<file path="src/rtl/texture_pkg.sv">
// Shared types and constants for the texture fetch path.
package texture_pkg;

    localparam int TEX_ADDR_W = 17;
    localparam int TEXEL_W    = 32;
    localparam int COORD_W    = 12;

    localparam logic [TEXEL_W-1:0] BORDER_COLOR = 32'h0000_0000;

    typedef logic signed [COORD_W-1:0] tex_coord_t;
    typedef logic [TEX_ADDR_W-1:0]     tex_addr_t;
    typedef logic [TEXEL_W-1:0]        texel_t;

    // Clamp a signed coordinate into [0, lim-1].
    function automatic int clamp_coord(input tex_coord_t c, input int lim);
        int ci;
        ci = int'(c);
        if (ci < 0)
            return 0;
        if (ci >= lim)
            return lim - 1;
        return ci;
    endfunction

endpackage

</file>
<file path="src/rtl/tex_fetch_fifo.sv">
// First-word-fall-through FIFO holding fetched texels until the consumer takes them.
module tex_fetch_fifo #(
    parameter  int DEPTH = 4,
    parameter  int WIDTH = 41,
    localparam int PW    = $clog2(DEPTH),
    localparam int CW    = PW + 1
) (
    input  logic             clk,
    input  logic             n_rst,
    input  logic             push_i,
    input  logic [WIDTH-1:0] data_i,
    input  logic             pop_i,
    output logic [WIDTH-1:0] data_o,
    output logic [CW-1:0]    count_o,
    output logic             full_o,
    output logic             empty_o
);

    logic [WIDTH-1:0] mem_q [DEPTH];
    logic [PW-1:0]    wr_ptr_q, wr_ptr_d;
    logic [PW-1:0]    rd_ptr_q, rd_ptr_d;
    logic [CW-1:0]    count_q, count_d;

    // Next pointer and occupancy values.
    always_comb begin
        wr_ptr_d = push_i ? wr_ptr_q + PW'(1) : wr_ptr_q;
        rd_ptr_d = pop_i  ? rd_ptr_q + PW'(1) : rd_ptr_q;
        count_d  = count_q;
        case ({push_i, pop_i})
            2'b10:   count_d = count_q + CW'(1);
            2'b01:   count_d = count_q - CW'(1);
            default: count_d = count_q;
        endcase
    end

    // Storage and pointer registers; storage is cleared so the head reads zero after reset.
    always_ff @(posedge clk or negedge n_rst) begin
        if (!n_rst) begin
            wr_ptr_q <= '0;
            rd_ptr_q <= '0;
            count_q  <= '0;
            mem_q    <= '{default: '0};
        end else begin
            wr_ptr_q <= wr_ptr_d;
            rd_ptr_q <= rd_ptr_d;
            count_q  <= count_d;
            if (push_i)
                mem_q[wr_ptr_q] <= data_i;
        end
    end

    assign data_o  = mem_q[rd_ptr_q];
    assign count_o = count_q;
    assign full_o  = (count_q == CW'(DEPTH));
    assign empty_o = (count_q == '0);

endmodule

</file>
<file path="src/rtl/texture_fetch_unit.sv">
// Texture fetch unit: converts (u,v) requests to RAM addresses, tracks the
// two-stage RAM read pipeline and buffers returned texels with credit flow control.
// Optional feature macro: TEX_CLAMP_EN (clamp out-of-range coordinates instead of
// returning BORDER_COLOR).
module texture_fetch_unit
    import texture_pkg::*;
#(
    parameter int TEX_W    = 320,
    parameter int TEX_H    = 320,
    parameter int TEX_BASE = 0,
    parameter int TAG_W    = 8,
    parameter int DEPTH    = 4
) (
    input  logic             clk,
    input  logic             n_rst,
    input  logic             req_valid,
    output logic             req_ready,
    input  tex_coord_t       req_u,
    input  tex_coord_t       req_v,
    input  logic [TAG_W-1:0] req_tag,
    output tex_addr_t        read_address,
    input  texel_t           ram_q,
    output logic             out_valid,
    input  logic             out_ready,
    output texel_t           out_texel,
    output logic [TAG_W-1:0] out_tag,
    output logic             out_border,
    output logic             busy
);

    localparam int CW = $clog2(DEPTH) + 1;
    localparam int IW = CW + 1;
    localparam int FW = TEXEL_W + TAG_W + 1;

    int               u_c, v_c;
    logic             in_range;
    tex_addr_t        addr_d;
    logic             border_d;
    logic             accept;

    tex_addr_t        read_addr_q;
    logic             s1_valid_q, s1_border_q;
    logic [TAG_W-1:0] s1_tag_q;
    logic             s2_valid_q, s2_border_q;
    logic [TAG_W-1:0] s2_tag_q;

    logic [FW-1:0]    fifo_din, fifo_dout;
    logic [CW-1:0]    fifo_count;
    logic             fifo_full, fifo_empty, pop;
    logic [IW-1:0]    inflight;

    // Address compute: the RAM is always read at the clamped address, border flag only without clamping.
    always_comb begin
        u_c      = clamp_coord(req_u, TEX_W);
        v_c      = clamp_coord(req_v, TEX_H);
        in_range = (u_c == int'(req_u)) && (v_c == int'(req_v));
        addr_d   = tex_addr_t'(TEX_BASE + v_c * TEX_W + u_c);
`ifdef TEX_CLAMP_EN
        border_d = 1'b0;
`else
        border_d = !in_range;
`endif
    end

    assign accept = req_valid && req_ready;

    // S1: register the read address and request sideband; address holds when idle.
    always_ff @(posedge clk or negedge n_rst) begin
        if (!n_rst) begin
            read_addr_q <= '0;
            s1_valid_q  <= 1'b0;
            s1_tag_q    <= '0;
            s1_border_q <= 1'b0;
        end else begin
            s1_valid_q <= accept;
            if (accept) begin
                read_addr_q <= addr_d;
                s1_tag_q    <= req_tag;
                s1_border_q <= border_d;
            end
        end
    end

    // S2: sideband aligned with the RAM output register.
    always_ff @(posedge clk or negedge n_rst) begin
        if (!n_rst) begin
            s2_valid_q  <= 1'b0;
            s2_tag_q    <= '0;
            s2_border_q <= 1'b0;
        end else begin
            s2_valid_q  <= s1_valid_q;
            s2_tag_q    <= s1_tag_q;
            s2_border_q <= s1_border_q;
        end
    end

    assign fifo_din = {(s2_border_q ? BORDER_COLOR : ram_q), s2_tag_q, s2_border_q};
    assign pop      = out_valid && out_ready;

    tex_fetch_fifo #(
        .DEPTH (DEPTH),
        .WIDTH (FW)
    ) u_fifo (
        .clk     (clk),
        .n_rst   (n_rst),
        .push_i  (s2_valid_q),
        .data_i  (fifo_din),
        .pop_i   (pop),
        .data_o  (fifo_dout),
        .count_o (fifo_count),
        .full_o  (fifo_full),
        .empty_o (fifo_empty)
    );

    // Credit invariant: a push into a full FIFO must coincide with a pop.
    always_ff @(posedge clk) begin
        if (n_rst)
            assert (!(fifo_full && s2_valid_q && !pop));
    end

    // Credits count every entry already committed to a FIFO slot; a same-cycle pop is not credited.
    assign inflight  = IW'(fifo_count) + IW'(s1_valid_q) + IW'(s2_valid_q);
    assign req_ready = n_rst && (inflight < IW'(DEPTH));
    assign busy      = (inflight != '0);

    assign read_address                     = read_addr_q;
    assign out_valid                        = !fifo_empty;
    assign {out_texel, out_tag, out_border} = fifo_dout;

endmodule

</file>
<file path="config.mk">
export PLATFORM = sky130hd
export DESIGN_NAME = texture_fetch_unit
export DESIGN_NICKNAME = d
export VERILOG_FILES = /design/src/rtl/texture_pkg.sv /design/src/rtl/tex_fetch_fifo.sv /design/src/rtl/texture_fetch_unit.sv
export SDC_FILE = /design/constraint.sdc
export NUM_CORES = 1
export LEC_CHECK = 0
export CELL_PAD_IN_SITES_DETAIL_PLACEMENT = 0
export CELL_PAD_IN_SITES_GLOBAL_PLACEMENT = 1
export CORE_AREA = 2 2 146 148
export DETAILED_ROUTE_END_ITERATION = 8
export DIE_AREA = 0 0 148 150
export PLACE_DENSITY = 0.93
export SYNTH_ARGS = -nofsm -noshare
export SYNTH_HDL_FRONTEND = slang
export SYNTH_HIERARCHICAL = 1
export SYNTH_SLANG_ARGS = --single-unit
</file>
<file path="constraint.sdc">
create_clock -name clk -period 3.85 [get_ports clk]
set_input_delay 0.385 -clock clk [delete_from_list [all_inputs] [get_ports clk]]
set_output_delay 0.385 -clock clk [all_outputs]
set_load 0.01 [all_outputs]
</file>
==> results.cfg, run 1 <==
[routing]
wl_per_cell_um = 17.7
postRouteAntennaNets = 0
drtIter0Drc = 233
post-route-drc-count = 0
dr.pass1.iters = 4
vias_per_cell = 5.31
vias = 5956
wirelength_um = 19800

[critical_path]
r2r_setup_slack_ps = 1220
cp-end-kind = primary output
crit_required_ps = 3460
cp_max_fo = 9
critPathLaunchType = flip-flop
crit_arrival_ps = 2860
reg2regPathDepth = 10
crit_type = reg -> out
r2r_start = s2_valid_q
r2r-end = read_address[13]

[cells_and_area]
syn2layout_area_growth_pct = 19.9
diodes = 0
final_area_mm2 = 0.0121
fin_nets = 931
postLayoutCoreUtil = 0.585
drive_gt1_frac = 0.302

[clock_network]
cts.sinks = 208
htree_levels = 1
post-cts-setup-buffers = 0
cts_tree = built
clk_latency_ps = 490
cts_buffer_depth = 3
clockRootBuffer = clkbuf_16
numCtsBuffers = 22
holdBufCountCts = 1
cts_resized = 0
clkSlewWorstSetupHoldPaths_ps = 60

[placed_design]
dpl.hpwl_um = 12600
placed_area_mm2 = 0.0115
gp_congestion = 0.777
numPortBuffers = 128
pre_cts_slack_ps = 128

[timing]
post-route-period-util = 0.844
drv_slew = 0
grt_setup_unrepaired = false
timing.final.ws_setup_ps = 601
slew_headroom = 0.386
fin_crit_ps = 3250
setup_violations = 0
fmax_ghz = 0.308
worstMarginPinSlew_ps = 921
fin_skew_ps = 9.74
hold_viol = 0
fin_tns_setup_ps = 0

[outcome]
status = finished, final reports clean

[power_and_ir_drop]
power_density_mw_per_mm2 = 813
ir_drop_mv = 0.357
power_leakage_nw = 5.46

[yosys]
netlist_instances = 710
yosys_warnings = 6
synth_area_mm2 = 0.0101
syn_avg_cell_area_um2 = 14.2

[die]
dieWidth_um = 148
initial_core_util = 0.488
die_h_um = 150
core-area_mm2 = 0.0207
num_io_pins = 129
die_area_mm2 = 0.0222
rows = 53

[global_routing]
overflow = 0
antenna_found_initial = 0
grt_util_all_layers = 0.184
grt_max_degree = 166
grt_pass1_vias = 6520
grt_first_pass_wirelength_um = 32900

[worst_hold_path]
hp-start = s1_tag_q[4]
holdPathEnd = s2_tag_q[4]
hold_class = reg -> reg
whs_path_depth = 0

[job]
max-cap-violations = 0
power breakdown:
part / internal (W) / switching [W] / total [W]
Clock: 0.00111 / 0.000793 / 0.00190
Combinational: 0.00249 / 0.00158 / 0.00407
Sequential: 0.00324 / 0.000624 / 0.00386
Total: 0.00684 / 0.00299 / 0.00983
per-layer routing:
layer,part of all wire,track usage
met5,0,0
met4,0.014,0.0410
met3,0.051,0.0311
met2,0.49,0.321
met1,0.44,0.244
metrics by stage:
stage	total power, W	hold WS (ps)	cells
2_1_floorplan	0.00639	89.4	712
3_3_place_gp	0.00785	343	1085
3_5_place_dp	0.00802	348	1085
4_1_cts	0.00996	375	1122
5_1_grt	0.0105	393	1122
6_report	0.00983	376	1122
worst max path at each step:
| stage | from | end | slack, ps | cells after the start |
|---|---|---|---|---|
| 3_3_place_gp | req_v[7] | read_address[15] | 190 | 13 |
| 3_5_place_dp | req_v[7] | read_address[15] | 130 | 13 |
| 5_1_grt | req_v[7] | read_address[15] | 300 | 15 |
| 4_1_cts | s2_valid_q | req_ready | 560 | 8 |
| 2_1_floorplan | req_v[7] | read_address[15] | 800 | 12 |
| 6_report | s2_valid_q | req_ready | 600 | 8 |
flip-flops by register name, indices dropped and copies added, names as in the netlist, 2 cells and up:
register and flops:
u_fifo/mem_q 164, u_fifo/count_o 3, u_fifo/rd_ptr_q 2, u_fifo/wr_ptr_q 2, read_address 17, s2_tag_q 8, s1_tag_q 8
critical path, stage by stage (launching register included):
cell and delay, ps:
dfrtp_1 640, inv_1 130, fa_1 430, inv_1 70, ha_1 150, o211ai_1 80
o21ai_0 120, and2_1 220, clkdlybuf4s50_1 560
final cells by class:
type,count,area [um2]
fillers,1656,8590
inverters,18,67.6
repair buffers,136,1370
flip-flops and latches,208,5210
multi-input cells,449,4470
clock buffers,33,623
well taps,275,344
clock inverters,3,15.0
cells in the final DEF, fill, tap and decap left out, drive strengths merged, types with 4 or more instances in the layout:
cell type,n
a21o,4
clkbuf,34
nor2b,34
clkdlybuf4s50,127
buf,7
mux2,164
xor2,11
o21ai,16
xnor2,8
mux4,41
a21oi,12
nor3,9
nor2,24
inv,18
o31ai,6
dfrtp,208
ha,25
and3,4
nand2,57
and2,4
(Power assumes the default switching activity.)
==> run 2: changes to the inputs <==
CORE_AREA = 2 2 152 154   (was 2 2 146 148)
DIE_AREA = 0 0 154 156   (was 0 0 148 150)
PLACE_DENSITY = 0.87   (was 0.93)
clock period = 3.13 ns   (was 3.85 ns; I/O delays follow)
==> run 2 against run 1 <==
Compared with the run above:
- die area up 8.2%
- critical path depth rose by 9
- global-route usage is 0.84 points lower
- sequential cell count unchanged
- core utilization decreased by 2.8 points
- clock skew barely moved
- first-iteration DRC count rose by 8.6%
- final area is 2.9% higher
- worst hold slack got worse by 89 ps
- clock power up 46%
- sequential power rose by 22%
- largest power group unchanged
==> results.cfg, run 2 (synthesis gave the netlist of run 1 again) <==
[timing]
hold_ws_ps = 287
fin_crit_ps = 2870
worstMarginPinSlew_ps = 779
grt_setup_unrepaired = false
timing.final.ws_setup_ps = 261
hold_viol = 0
drv_slew = 0
post-route-period-util = 0.917
setup_violations = 0
fin_skew_ps = 9.40
fmax_ghz = 0.349
slew_headroom = 0.481

[power_and_ir_drop]
clock_power_share = 0.219
p_switching_w = 0.00379
ir_drop_mv = 0.490
swShare = 0.300
p_seq_frac = 0.373
power_leakage_nw = 5.66
p_comb_frac = 0.408
p_int_w = 0.00885
p_total_w = 0.0126
power_density_mw_per_mm2 = 1010

[cells_and_area]
largest_reg_flops = 164
layout_common_cells = 206 x dfrtp_1, 150 x mux2_2, 127 x clkdlybuf4s50_1, 52 x nand2_1, 38 x mux4_2
largest-register = u_fifo/mem_q
fin_nets = 955
final_common_cell = dfrtp_1
syn2layout_area_growth_pct = 23.4
drive_gt1_frac = 0.333
diodes = 0

[routing]
wl_per_cell_um = 17.8
post-route-drc-count = 0
dr.pass1.iters = 4
drtIter0Drc = 253
wirelength_um = 20600
vias_per_cell = 5.20
vias = 6026
postRouteAntennaNets = 0

[worst_hold_path]
hold_class = in -> async

[clock_network]
clk_latency_ps = 490
post-cts-setup-buffers = 0
htree_levels = 1
cts_buffer_depth = 3
cts.sinks = 208
clockRootBuffer = clkbuf_16
clkSlewWorstSetupHoldPaths_ps = 60
numCtsBuffers = 23
cts_tree = built

[critical_path]
crit_arrival_ps = 3240
crit_type = in -> reg
cp_max_fo = 5
critPathLaunchType = input port
crit_required_ps = 3500
cp-end-kind = flip-flop

[global_routing]
grt_first_pass_wirelength_um = 34000
grt_util_all_layers = 0.176
grt_max_degree = 62
overflow = 0
antenna_found_initial = 0
grt_pass1_vias = 6491

[placed_design]
gp_congestion = 0.822
dpl.hpwl_um = 13100
numPortBuffers = 128
pre_cts_slack_ps = -325

[job]
max-cap-violations = 0

[die]
die_h_um = 156
rows = 55
num_io_pins = 129
die_area_mm2 = 0.0240
initial_core_util = 0.451
dieWidth_um = 154
core-area_mm2 = 0.0224

[outcome]
status = finished, final reports clean
run 2: cell count changes in the layout (fill, tap and decap cells not counted):
cell | previous run | this run
nor2b_2 | 0 | 1
clkbuf_8 | 2 | 10
nand2_2 | 0 | 1
nand2_1 | 53 | 52
buf_12 | 2 | 3
clkbuf_1 | 9 | 3
buf_4 | 5 | 27
inv_6 | 0 | 1
nor2b_1 | 34 | 33
bufinv_16 | 0 | 2
clkinv_2 | 3 | 2
run 2: power by group through the flow:
stage / Combinational [W] / Clock (W) / Sequential [W]
after floorplan: 0.00336 / 0 / 0.00451
after global placement: 0.00512 / 0 / 0.00468
after detailed placement: 0.00523 / 0 / 0.00474
after CTS: 0.00525 / 0.00285 / 0.00471
after global routing: 0.00558 / 0.00295 / 0.00488
final: 0.00516 / 0.00277 / 0.00471
run 2: through the flow:
stage | cell area (um2) | setup TNS (ps) | utilization | cells
finish | 12500 | 0 | 0.557 | 1159
global placement | 11600 | -731 | 0.521 | 1118
global route | 12500 | 0 | 0.557 | 1159
detailed placement | 11600 | -1290 | 0.521 | 1118
CTS | 12400 | 0 | 0.557 | 1159
floorplan | 10100 | 0 | - | 712
run 2: final cells by class:
class                   count  area, um2
fillers                  1840       9910
flip-flops and latches    208       5210
well taps                 285        357
multi-input cells         449       4470
repair buffers            159       1560
inverters                  18       67.6
clock buffers              35        711
clock inverters             5       78.8
run 2: per-layer routing:
layer,global-route usage,up-vias,share of wire
li1,-,2836,-
met1,0.232,3048,0.45
met2,0.309,120,0.49
met3,0.0292,22,0.042
met4,0.0320,0,0.011
met5,0,-,0
run 2: worst max-delay path, stage by stage:
cell and delay, ps:
clkdlybuf4s50_1 410, o21ai_1 220, nand2_2 120, buf_4 160
nor2_1 80, nor2_1 60, ha_1 180, ha_1 190
inv_1 70, fa_1 200, nor2b_2 60, o31a_1 270
or4_1 400, nand3_1 130, nand4_1 130, xnor2_1 180
o21ai_1 70
run 2: worst paths after layout:
kind | startpoint | cells past startpoint | endpoint | slack (ps)
max in group asynchronous | n_rst | 3 | u_fifo/mem_q[48] | 1750
hold reg to reg | s1_border_q | 0 | s2_border_q | 380
min in group clk | req_tag[6] | 3 | s1_tag_q[6] | 350
setup reg to reg | u_fifo/count_o[0] | 11 | s1_tag_q[1] | 850
hold / removal | n_rst | 2 | u_fifo/mem_q[159] | 290
setup / recovery | req_v[7] | 17 | read_address[16] | 260
run 2: repair_timing:
| action | in CTS | in global routing |
|---|---|---|
| gates resized for setup | 0 | 2 |
| hold buffers | 1 | 0 |
| setup endpoints to repair | 0 | 2 |
| hold endpoints to repair | 32 | 0 |
==> run 3: changes to the inputs <==
TNS_END_PERCENT = 1   (was unset)
==> results of run 3 <==
No change in the layout: final DEF, timing and power equal those of run 2.
